## config.mk

```make
export PLATFORM = sky130hd
export DESIGN_NAME = tone_reg_scheduler
export DESIGN_NICKNAME = d
export VERILOG_FILES = /design/src/rtl/tone_gen_pkg.sv /design/src/rtl/reg_wr_fifo.sv /design/src/rtl/tone_reg_scheduler.sv
export SDC_FILE = /design/constraint.sdc
export NUM_CORES = 1
export LEC_CHECK = 0
export CAP_MARGIN = 20
export CORE_MARGIN = 2
export CORE_UTILIZATION = 55
export DETAILED_ROUTE_END_ITERATION = 6
export PLACE_DENSITY_LB_ADDON = 0.15
export SLEW_MARGIN = 5
export SYNTH_ARGS = -nofsm -noshare
export SYNTH_HDL_FRONTEND = slang
export SYNTH_SLANG_ARGS = --single-unit
```

## constraint.sdc

```tcl
create_clock -name clk_in -period 3.2 [get_ports clk_in]
set_input_delay 0.8 -clock clk_in [delete_from_list [all_inputs] [get_ports clk_in]]
set_output_delay 0.8 -clock clk_in [all_outputs]
set_load 0.01 [all_outputs]
```

## src/rtl/tone_gen_pkg.sv

```systemverilog
// Shared types and constants for the tone generator control path.
package tone_gen_pkg;

  localparam int MASTER_W = 10;

  // Upper master-count bits that mark the 16-cycle slot processing window.
  localparam logic [5:0] PROC_WINDOW_ID = 6'h00;

  // Datapath register map bases.
  localparam logic [4:0] ADDR_INCR = 5'h00;
  localparam logic [4:0] ADDR_VOL  = 5'h04;
  localparam logic [4:0] ADDR_WAVE = 5'h08;
  localparam logic [4:0] ADDR_LUT  = 5'h10;

  typedef struct packed {
    logic [4:0]  addr;
    logic [15:0] data;
  } reg_wr_t;

  // True when a write registered at this count lands outside the processing window.
  // The last count of the frame is excluded because the registered output would
  // then reach the datapath at count 0.
  function automatic logic window_clear(input logic [MASTER_W-1:0] cnt);
    return (cnt[MASTER_W-1:4] != PROC_WINDOW_ID) && (cnt != {MASTER_W{1'b1}});
  endfunction

endpackage

```

## src/rtl/reg_wr_fifo.sv

```systemverilog
// Synchronous FIFO of pending host register writes; extra pointer MSB separates full from empty.
module reg_wr_fifo
  import tone_gen_pkg::*;
#(
  parameter int  DEPTH = 4,
  localparam int PTR_W = $clog2(DEPTH)
) (
  input  logic           clk,
  input  logic           rst_n,
  input  logic           push,
  input  reg_wr_t        push_data,
  input  logic           pop,
  output reg_wr_t        head,
  output logic           full,
  output logic           empty,
  output logic [PTR_W:0] count
);

  reg_wr_t          mem [DEPTH];
  logic [PTR_W:0]   wptr;
  logic [PTR_W:0]   rptr;
  logic             push_ok;
  logic             pop_ok;

  // A push while full is refused; a same-cycle pop does not make room until the next cycle.
  assign push_ok = push && !full;
  assign pop_ok  = pop && !empty;

  assign empty = (wptr == rptr);
  assign full  = (wptr[PTR_W] != rptr[PTR_W]) &&
                 (wptr[PTR_W-1:0] == rptr[PTR_W-1:0]);
  assign count = wptr - rptr;
  assign head  = mem[rptr[PTR_W-1:0]];

  // Pointer state; reset discards every queued entry.
  always_ff @(posedge clk or negedge rst_n) begin
    if (!rst_n) begin
      wptr <= '0;
      rptr <= '0;
    end else begin
      if (push_ok) wptr <= wptr + 1'b1;
      if (pop_ok)  rptr <= rptr + 1'b1;
    end
  end

  // Entry storage needs no reset; only pointer-covered slots are ever read out.
  always_ff @(posedge clk) begin
    if (push_ok) mem[wptr[PTR_W-1:0]] <= push_data;
  end

endmodule

```

## src/rtl/tone_reg_scheduler.sv

```systemverilog
// Master count generator plus windowed release of queued host register writes.
module tone_reg_scheduler
  import tone_gen_pkg::*;
#(
  parameter int  DEPTH = 4,
  localparam int PTR_W = $clog2(DEPTH)
) (
  input  logic                clk_in,
  input  logic                reset_n_in,
  input  logic                wr_req_in,
  input  logic [4:0]          wr_addr_in,
  input  logic [15:0]         wr_data_in,
  output logic                wr_ready_out,
  input  logic                hold_in,
  output logic [MASTER_W-1:0] master_count_out,
  output logic [4:0]          reg_addr_out,
  output logic [15:0]         reg_data_out,
  output logic                reg_valid_out,
  output logic [PTR_W:0]      pending_out
);

  reg_wr_t   head;
  reg_wr_t   wr_entry;
  logic      full;
  logic      empty;
  logic      issue_ok;
  logic      issue;

  assign wr_entry = '{addr: wr_addr_in, data: wr_data_in};

  // Issue only outside the window (and its preceding cycle) unless the host is batching.
  assign issue_ok     = window_clear(master_count_out) && !hold_in;
  assign issue        = issue_ok && !empty;
  assign wr_ready_out = !full;

  reg_wr_fifo #(.DEPTH(DEPTH)) u_fifo (
    .clk       (clk_in),
    .rst_n     (reset_n_in),
    .push      (wr_req_in),
    .push_data (wr_entry),
    .pop       (issue_ok),
    .head      (head),
    .full      (full),
    .empty     (empty),
    .count     (pending_out)
  );

  // Free-running master count; natural wrap from all-ones back to zero.
  always_ff @(posedge clk_in or negedge reset_n_in) begin
    if (!reset_n_in) begin
      master_count_out <= '0;
    end else begin
      master_count_out <= master_count_out + 1'b1;
    end
  end

  // Register the popped head onto the datapath port; address/data hold between pulses.
  always_ff @(posedge clk_in or negedge reset_n_in) begin
    if (!reset_n_in) begin
      reg_valid_out <= 1'b0;
      reg_addr_out  <= '0;
      reg_data_out  <= '0;
    end else begin
      reg_valid_out <= issue;
      if (issue) begin
        reg_addr_out <= head.addr;
        reg_data_out <= head.data;
      end
    end
  end

endmodule

```

==> impl.org, run 1 <==
** Floorplan
- Row generation in the floorplan step produced 33 rows.
- The die is roughly 97 um tall.
- Initial standard-cell utilization of the core :: between 50% and 60%
- Number of top-level design ports :: 61
- The core region is between 8000 and 9000 um2.
- Die area :: 9420 um2
- Width of the die :: just under 100 um

** Pwr
- For this design the static power due to leakage is between 2 and 2.5 nW.
- Dividing total power by cell area gives a power density of a little over 1000 nW/um2.
- Highest ir drop seen on vdd :: just under 600 uV

** Job
- Max-cap violations in this run came to 0.

** Worst setup path
- The setup check on the worst reg-to-reg path leaves a slack of 1.00 ns.
- By startpoint and endpoint, the worst setup path is classified as reg -> out.
- STA classifies the critical path endpoint as an output pin.
- Worst path arrival time :: 2.21 ns
- Launch point of the worst reg-to-reg path :: u_fifo.wptr[1]$_DFFE_PN0P_
- STA classifies the critical path startpoint as a flop.
- The largest single stage delay on the critical path is 0.53 ns.
- In this run the worst setup path begins at u_fifo.wptr[0]$_DFFE_PN0P_.
- Number of cell instances on the worst register-to-register path :: 4
- Capture instance of the worst register-to-register path :: u_fifo.mem[3][20]$_DFFE_PP_
- Max stage delay cell, worst path :: sky130_fd_sc_hd__clkdlybuf4s50_1
- Critical Path Sink :: pending_out[1]
- The signal on the critical path passes through inv_2, ha_1, inv_1, fa_1, clkdlybuf4s50_1.
- Along the worst path, the maximum fanout reaches 4.
- Data on the critical path is required at its endpoint by 2.40 ns.

** Place
- Buffers placed on the I/O ports in this run total 60.
- Routability-driven placement finished with a final weighted congestion of 0.753.
- Pre-CTS setup slack :: 0.522 ns
- Detailed placement finished with a half-perimeter wire length of slightly above 5000 um.

** STA
- Final WS setup :: about 0.19 ns
- Setup repair after global routing missed its margin :: false
- The number of pins with negative max-slew slack in the final report came to 0.
- In the finished design, the share of the clock period the worst path needs comes to a little over nine tenths.
- For this run, the top clock speed supported by timing is ~0.33 GHz.
- Finish-stage setup viols :: 0
- Transition time at the pin with the least slew margin :: about 0.9 ns
- Setup total negative slack :: 0 ns
- For the final database, setup skew stands at between 0.01 and 0.015 ns.
- Number of endpoints with negative hold slack in the final report :: 0
- The smallest clock period supported by the final layout is computed as about 3.0 ns.
- Max-slew headroom at the worst pin :: about two fifths

** Clock tree
- Clock latency on the worst-skew pair, taken at its later pin, is approximately 0.51 ns.
- Master cell of the clock root buffer :: sky130_fd_sc_hd__clkbuf_8
- TritonCTS built the clock tree.
- Buffers inserted during clock tree synthesis total 17.
- Clock Tree Buf Depth :: 2
- Hold repair after CTS inserted 0 buffers.
- Number of H-tree levels :: 4
- After clock tree synthesis, the clock-pin slew on the worst setup and hold paths is about 0.060 ns.
- CTS saw between 100 and 150 sinks.

** Global routing
- The number of antenna violations at the first check in global routing came to 0.
- The first global-routing pass estimated 13400 um of wire.
- Global-route congestion overflow total :: 0
- Entering global routing, the biggest net connects 39 pins.
- Global routing used between 10% and 20% of the available tracks.
- Number of global-route vias before repair :: roughly 2600

** Finish
- Cells with a size suffix above 1 make up roughly a quarter of the layout.
- The net count of the finished layout is about 340.
- Antenna diode count :: 0
- From synthesis to final layout, the design area changed by 29.0%.

** Yosys
- Post-synth net total :: between 200 and 300
- Summing the sequential cell areas from Yosys gives 72.9% of the chip area.
- Summed over all instances, the cell type with the most area after synthesis is sky130_fd_sc_hd__edfxtp_1.
- In this run the biggest area consumer among cell types represents between 50 and 60% of the synthesized area.
- After synthesis, the mean cell area works out to about 21 um2.
- The synthesized netlist occupies a cell area of around 4800 um2.
- Synthesis inferred between 100 and 150 register bits.
- Synth Warn # :: 0
- After synthesis, the cell types taking the most area are sky130_fd_sc_hd__edfxtp_1, sky130_fd_sc_hd__dfrtp_1, sky130_fd_sc_hd__mux4_2.
- Counting every instance in the synthesized netlist gives 228.
- Number of distinct library cells after synthesis :: 29

** Routing
- First-pass iteration count of the detailed router :: 4
- Total routed wirelength :: around 8300 um
- Routed length per instance :: 19.5 um
- Detailed router's first-iteration violation count :: around 110
- The detail route stage leaves a number of antenna-violating nets equal to 0.
- Avg Vias per Cell :: 5.44
- Count of unresolved DRC violations after routing :: 0
- Via total after detailed routing :: roughly 2300

** Hold path
- In this run the worst hold path is classified as in -> async.

** Status
- The run finished with clean final reports.
[how the worst min path moves through the flow]
stage / endpoint / depth (start not counted) / slack [ns]
CTS: reg_addr_out[3]$_DFFE_PN0P_ / 1 / 0.43
floorplan: u_fifo.wptr[2]$_DFFE_PN0P_ / 1 / 0.49
detailed placement: reg_data_out[14]$_DFFE_PN0P_ / 1 / 0.48
global route: reg_addr_out[3]$_DFFE_PN0P_ / 1 / 0.47
finish: reg_addr_out[3]$_DFFE_PN0P_ / 1 / 0.42
global placement: reg_addr_out[0]$_DFFE_PN0P_ / 1 / 0.47
[layer usage]
| layer | up-vias | routed length (um) | track usage [%] |
|---|---|---|---|
| li1 | 1054 | - | - |
| met1 | 1202 | 3500 | 23.4 |
| met2 | 65 | 4370 | 31.4 |
| met3 | 8 | 351 | 6.26 |
| met4 | 0 | 110 | 9.53 |
| met5 | - | 0 | 0 |
[Yosys cell counts (all sizes together)]
master and count:
edfxtp 84, dfrtp 38, mux2 22, mux4 21, xnor2 9, ha 8, inv 7, nand2 5
nand3 5, xor2 5, and2 4, buf 4, nand4 3, clkbuf 2, nor3 2, a31oi 1
and3 1, and4 1, fa 1, nor2 1, nor4b 1, o21ai 1, o32ai 1, or4 1
[flip-flops by register name, indices dropped and copies added (netlist names)]
signal            cells
u_fifo.mem           84
reg_data_out         16
master_count_out     10
reg_addr_out          5
u_fifo.rptr           3
u_fifo.wptr           3
reg_valid_out         1
[power breakdown]
group          internal (W)  switching, W
Combinational       0.00114      0.000862
Clock               0.00126      0.000647
Sequential          0.00215      0.000177
Total               0.00456       0.00169
[per-stage QoR]
stage	area, um2	utilization, %	power, W	std cells	hold WS, ns
floorplan	4760	-	0.00359	228	0.493
global route	6150	74.1	0.00653	428	0.471
finish	6150	74.1	0.00624	428	0.416
detailed placement	5550	66.8	0.00439	396	0.484
global placement	5550	66.8	0.00435	396	0.467
CTS	6140	74.0	0.00633	428	0.432
[final cells by class]
class	count	area, um2
Sequential cell	122	3470
Fill cell	486	2150
Multi-Input combinational cell	93	1220
Timing Repair Buffer	69	691
Clock buffer	20	425
Clock inverter	12	173
Tap cell	105	131
Inverter	7	26.3
[critical path, delay by kind of cell (launching register included)]
kind                     cells  cell delay, ns
flip-flops                   1            0.41
buffers and inverters        3            0.69
adder cells (fa/ha/maj)      2            0.62
[repair_timing]
action                     4_1_cts  5_1_grt
setup endpoints to repair        0        1
buffers inserted                 0        0
gates resized for setup          0        2
[cells by family after synthesis]
group	synth area share [%]
flops	72.9
mux	16.5
simple gates	3.10
xor+xnor	2.73
buf+inv	1.37
fa+ha+maj	2.52
compound gates	0.814
[cells in the final DEF (no fill, tap or decap), types with 4 or more instances in the layout]
cell	Yosys	final
sky130_fd_sc_hd__clkdlybuf4s50_1	0	58
sky130_fd_sc_hd__buf_4	0	7
sky130_fd_sc_hd__mux4_2	21	21
sky130_fd_sc_hd__mux2_1	4	4
sky130_fd_sc_hd__xnor2_1	9	9
sky130_fd_sc_hd__edfxtp_1	84	84
sky130_fd_sc_hd__xor2_1	4	4
sky130_fd_sc_hd__dfrtp_1	38	37
sky130_fd_sc_hd__inv_1	7	6
sky130_fd_sc_hd__mux2_4	18	18
sky130_fd_sc_hd__ha_1	8	8
sky130_fd_sc_hd__bufinv_16	0	4
sky130_fd_sc_hd__nand2_1	5	5
sky130_fd_sc_hd__clkbuf_16	0	16
sky130_fd_sc_hd__and2_1	4	4
sky130_fd_sc_hd__nand3_1	5	5
Note: power is estimated with default switching activity, not from simulation.
==> run 2, diff against run 1 <==
--- a/config.mk
+++ b/config.mk
@@ -5,8 +5,8 @@
 export SDC_FILE = /design/constraint.sdc
 export NUM_CORES = 1
 export LEC_CHECK = 0
-export CAP_MARGIN = 20
-export CORE_MARGIN = 2
+export CAP_MARGIN = 5
+export CORE_MARGIN = 3
 export CORE_UTILIZATION = 55
 export DETAILED_ROUTE_END_ITERATION = 6
 export PLACE_DENSITY_LB_ADDON = 0.15
==> run 2 against run 1 <==
Against the previous run: sequential cell count is the same; cell count shrank 0.47%; first-iteration DRC count shrank 17%; power grew 0.61%; cell area shrank 0.26%; global-route usage grew 0.095 points; core utilization shrank 0.20 points; critical endpoint unchanged; largest power group unchanged.
==> impl.org, run 2 (synthesis results as in run 1) <==
** Status
- Outcome: finished clean (unchanged).

** Clock tree
- The clock transition at the register clock pins on the worst setup and hold paths after CTS came to 0.06 ns (about the same).
- Master cell of the clock root buffer :: sky130_fd_sc_hd__clkbuf_8 (unchanged)
- The largest buffer count on any clock path was 2 (unchanged).
- The insertion delay to the later sink of the worst-skew pair is 0.50 ns (was 0.51 ns).
- Clock tree from TritonCTS :: built (unchanged)
- Number of H-tree levels :: 4 (unchanged)
- Sinks on the clock net :: 122 (unchanged)
- Hold-fix buffers, CTS :: 0 (unchanged)
- Number of CTS-inserted buffers :: 17 (unchanged)

** Pwr
- The power density over the cells came to 1020 nW/um2 (about the same).
- The post-layout total power came to 0.00628 W (was 0.00624 W).
- The static leakage was 2.29 nW (about the same).
- Highest ir drop seen on vdd :: 793 uV (was 596 uV)

** STA
- The slew of the pin with the lowest slew margin was 0.923 ns (was 0.900 ns).
- Number of endpoints with negative hold slack in the final report :: 0 (unchanged)
- The clock skew was 0.00689 ns (was 0.0102 ns).
- The remaining max-slew budget at the tightest pin came to 38.4% (was 40.0%).
- The post-route clock period utilization came to 93.5% (was 94.0%).
- The final number of setup-violating endpoints came to 0 (unchanged).
- The worst-case hold slack was 0.440 ns (was 0.416 ns).
- Number of max-slew violations in the final report :: 0 (unchanged)
- Setup repair after global routing missed its margin: false (unchanged).
- Setup total negative slack :: 0 ns (unchanged)
- Shortest period the worst path allows :: 2.99 ns (was 3.01 ns)
- Max Fclk :: 0.334 GHz (was 0.332 GHz)

** Finish
- Non-Filler Cell Area, Final :: 6130 um2 (was 6150 um2)
- The final standard cell count with taps included and fillers excluded came to 426 (was 428).
- The final-stage net count was 343 (was 344).
- Syn-to-layout area delta :: 28.7% (was 29.0%)
- Antenna diode count :: 0 (unchanged)
- The number of inserted filler cells in the final layout is 465 (was 486).
- Most frequent cells in the layout :: sky130_fd_sc_hd__edfxtp_1, sky130_fd_sc_hd__clkdlybuf4s50_1, sky130_fd_sc_hd__dfrtp_1 (unchanged)
- The most common library cell in the layout ignoring fill and taps is sky130_fd_sc_hd__edfxtp_1 (unchanged).
- The ratio of cells with drive above 1 in the final layout came to 26.2% (was 25.4%).
- Max reg flops :: 84 (unchanged)

** Global routing
- Global-route congestion overflow total :: 0 (unchanged)
- The pin count of the biggest net entering global routing was 39 (unchanged).
- Antenna violations before repair :: 0 (unchanged)
- First-pass GRT wire length :: 14000 um (was 13400 um)
- Gr usage total :: 19.4% (was 19.3%)
- Number of global-route vias before repair :: 2511 (was 2555)

** Floorplan
- Width of the die :: 99.1 um (was 97.1 um)
- Number of top-level design ports :: 61 (unchanged)
- Die area :: 9810 um2 (was 9420 um2)
- The starting utilization of the core area is 57.4% (unchanged).
- Placeable core region :: 8300 um2 (unchanged)
- The die boundary height came to 99.1 um (was 97.1 um).
- The placement row count was 33 (unchanged).

** Hold path
- Tightest Hold Check Type :: in -> async (unchanged)

** Place
- Total instance count after detailed placement :: 395 (was 396)
- Placed inst area :: 5510 um2 (was 5550 um2)
- Global placement routability congestion :: 0.813 (was 0.753)
- Final HPWL DP :: 4850 um (was 5130 um)
- Count of input and output buffers :: 60 (unchanged)

** Worst setup path
- Worst R2R Setup Slack :: 1.07 ns (was 1.00 ns)
- Worst path arrival time :: 2.19 ns (was 2.21 ns)
- Capture instance of the worst register-to-register path :: u_fifo.mem[3][12]$_DFFE_PP_ (was u_fifo.mem[3][20]$_DFFE_PP_)
- Critical-path maximum fanout :: 4 (unchanged)
- Data required time of the critical path :: 2.40 ns (about the same)
- The critical setup path kind was reg -> out (unchanged).
- The kind of launch point of the worst setup path was a flop (unchanged).
- The startpoint of the most critical register-to-register path is u_fifo.wptr[1]$_DFFE_PN0P_ (unchanged).
- The number of cells on the worst reg-to-reg path came to 4 (unchanged).
- Setup crit end kind :: output pin (unchanged)

** Routing
- ANT nets after route :: 0 (unchanged)
- The number of DRC markers after the initial detailed-route iteration is 94 (was 113).
- The number of optimization iterations in the first detailed-route pass came to 4 (unchanged).
- Total routed wirelength :: 8630 um (was 8340 um)
- Via total after detailed routing :: 2348 (was 2329)
- Count of unresolved DRC violations after routing :: 0 (unchanged)
- Routed length per instance :: 20.2 um (was 19.5 um)
- The detail-routed via count per cell was 5.51 (was 5.44).

** Job
- The number of max-capacitance violations reported is 0 (unchanged).
run 2: changes by cell type in the layout (fill, tap and decap cells not counted):
cell	before	now
sky130_fd_sc_hd__clkinv_1	2	1
sky130_fd_sc_hd__buf_4	7	8
sky130_fd_sc_hd__clkbuf_1	3	0
sky130_fd_sc_hd__clkbuf_8	1	3
sky130_fd_sc_hd__buf_12	2	0
sky130_fd_sc_hd__clkinv_2	1	2
sky130_fd_sc_hd__clkinvlp_4	3	4
sky130_fd_sc_hd__inv_6	1	0
run 2: worst max path at each step:
| stage | slack, ns | from | to |
|---|---|---|---|
| 2_1_floorplan | 0.59 | u_fifo.rptr[1]$_DFFE_PN0P_ | u_fifo.mem[3][0]$_DFFE_PP_ |
| 3_3_place_gp | 0.61 | u_fifo.wptr[0]$_DFFE_PN0P_ | pending_out[2] |
| 3_5_place_dp | 0.57 | u_fifo.wptr[0]$_DFFE_PN0P_ | pending_out[2] |
| 4_1_cts | 0.02 | u_fifo.wptr[0]$_DFFE_PN0P_ | pending_out[2] |
| 5_1_grt | 0.10 | u_fifo.wptr[0]$_DFFE_PN0P_ | pending_out[1] |
| 6_report | 0.21 | u_fifo.wptr[0]$_DFFE_PN0P_ | pending_out[1] |
run 2: per-stage QoR:
stage	utilization (%)	worst slack, ns
3_5_place_dp	66.4	0.570
4_1_cts	73.8	0.0213
6_report	73.9	0.207
2_1_floorplan	-	0.595
3_3_place_gp	66.4	0.614
5_1_grt	73.9	0.100
run 2: layout make-up:
class	count	area [um2]	area share [%]
clock buffers	19	442	7.21
flip-flops and latches	122	3470	56.7
repair buffers	68	658	10.7
well taps	105	131	2.14
clock inverters	12	173	2.82
multi-input cells	93	1220	20.0
inverters	7	26.3	0.429
run 2: timing repair:
item,in CTS,in global routing
endpoints found under the setup margin,0,1
gates resized for setup,0,2
buffers inserted,0,0
run 2: routing by layer:
layer  part of all wire, %  GRT usage (%)
met3                   5.4           5.31
met5                     0              0
met4                   1.1           8.30
met1                    42           25.6
met2                    52           30.5
run 2: worst max-delay path, stage by stage, from the launching register on:
cell,delay (ns)
sky130_fd_sc_hd__dfrtp_1,0.40
sky130_fd_sc_hd__inv_2,0.10
sky130_fd_sc_hd__ha_1,0.14
sky130_fd_sc_hd__inv_1,0.05
sky130_fd_sc_hd__fa_1,0.47
sky130_fd_sc_hd__clkdlybuf4s50_1,0.53
run 2: where the power goes:
| group | internal, W | leakage, nW | switching [W] |
|---|---|---|---|
| sequential | 0.00215 | 1.22 | 0.000174 |
| combinational | 0.00112 | 0.778 | 0.000888 |
| clock | 0.00130 | 0.289 | 0.000651 |
| total | 0.00457 | 2.29 | 0.00171 |
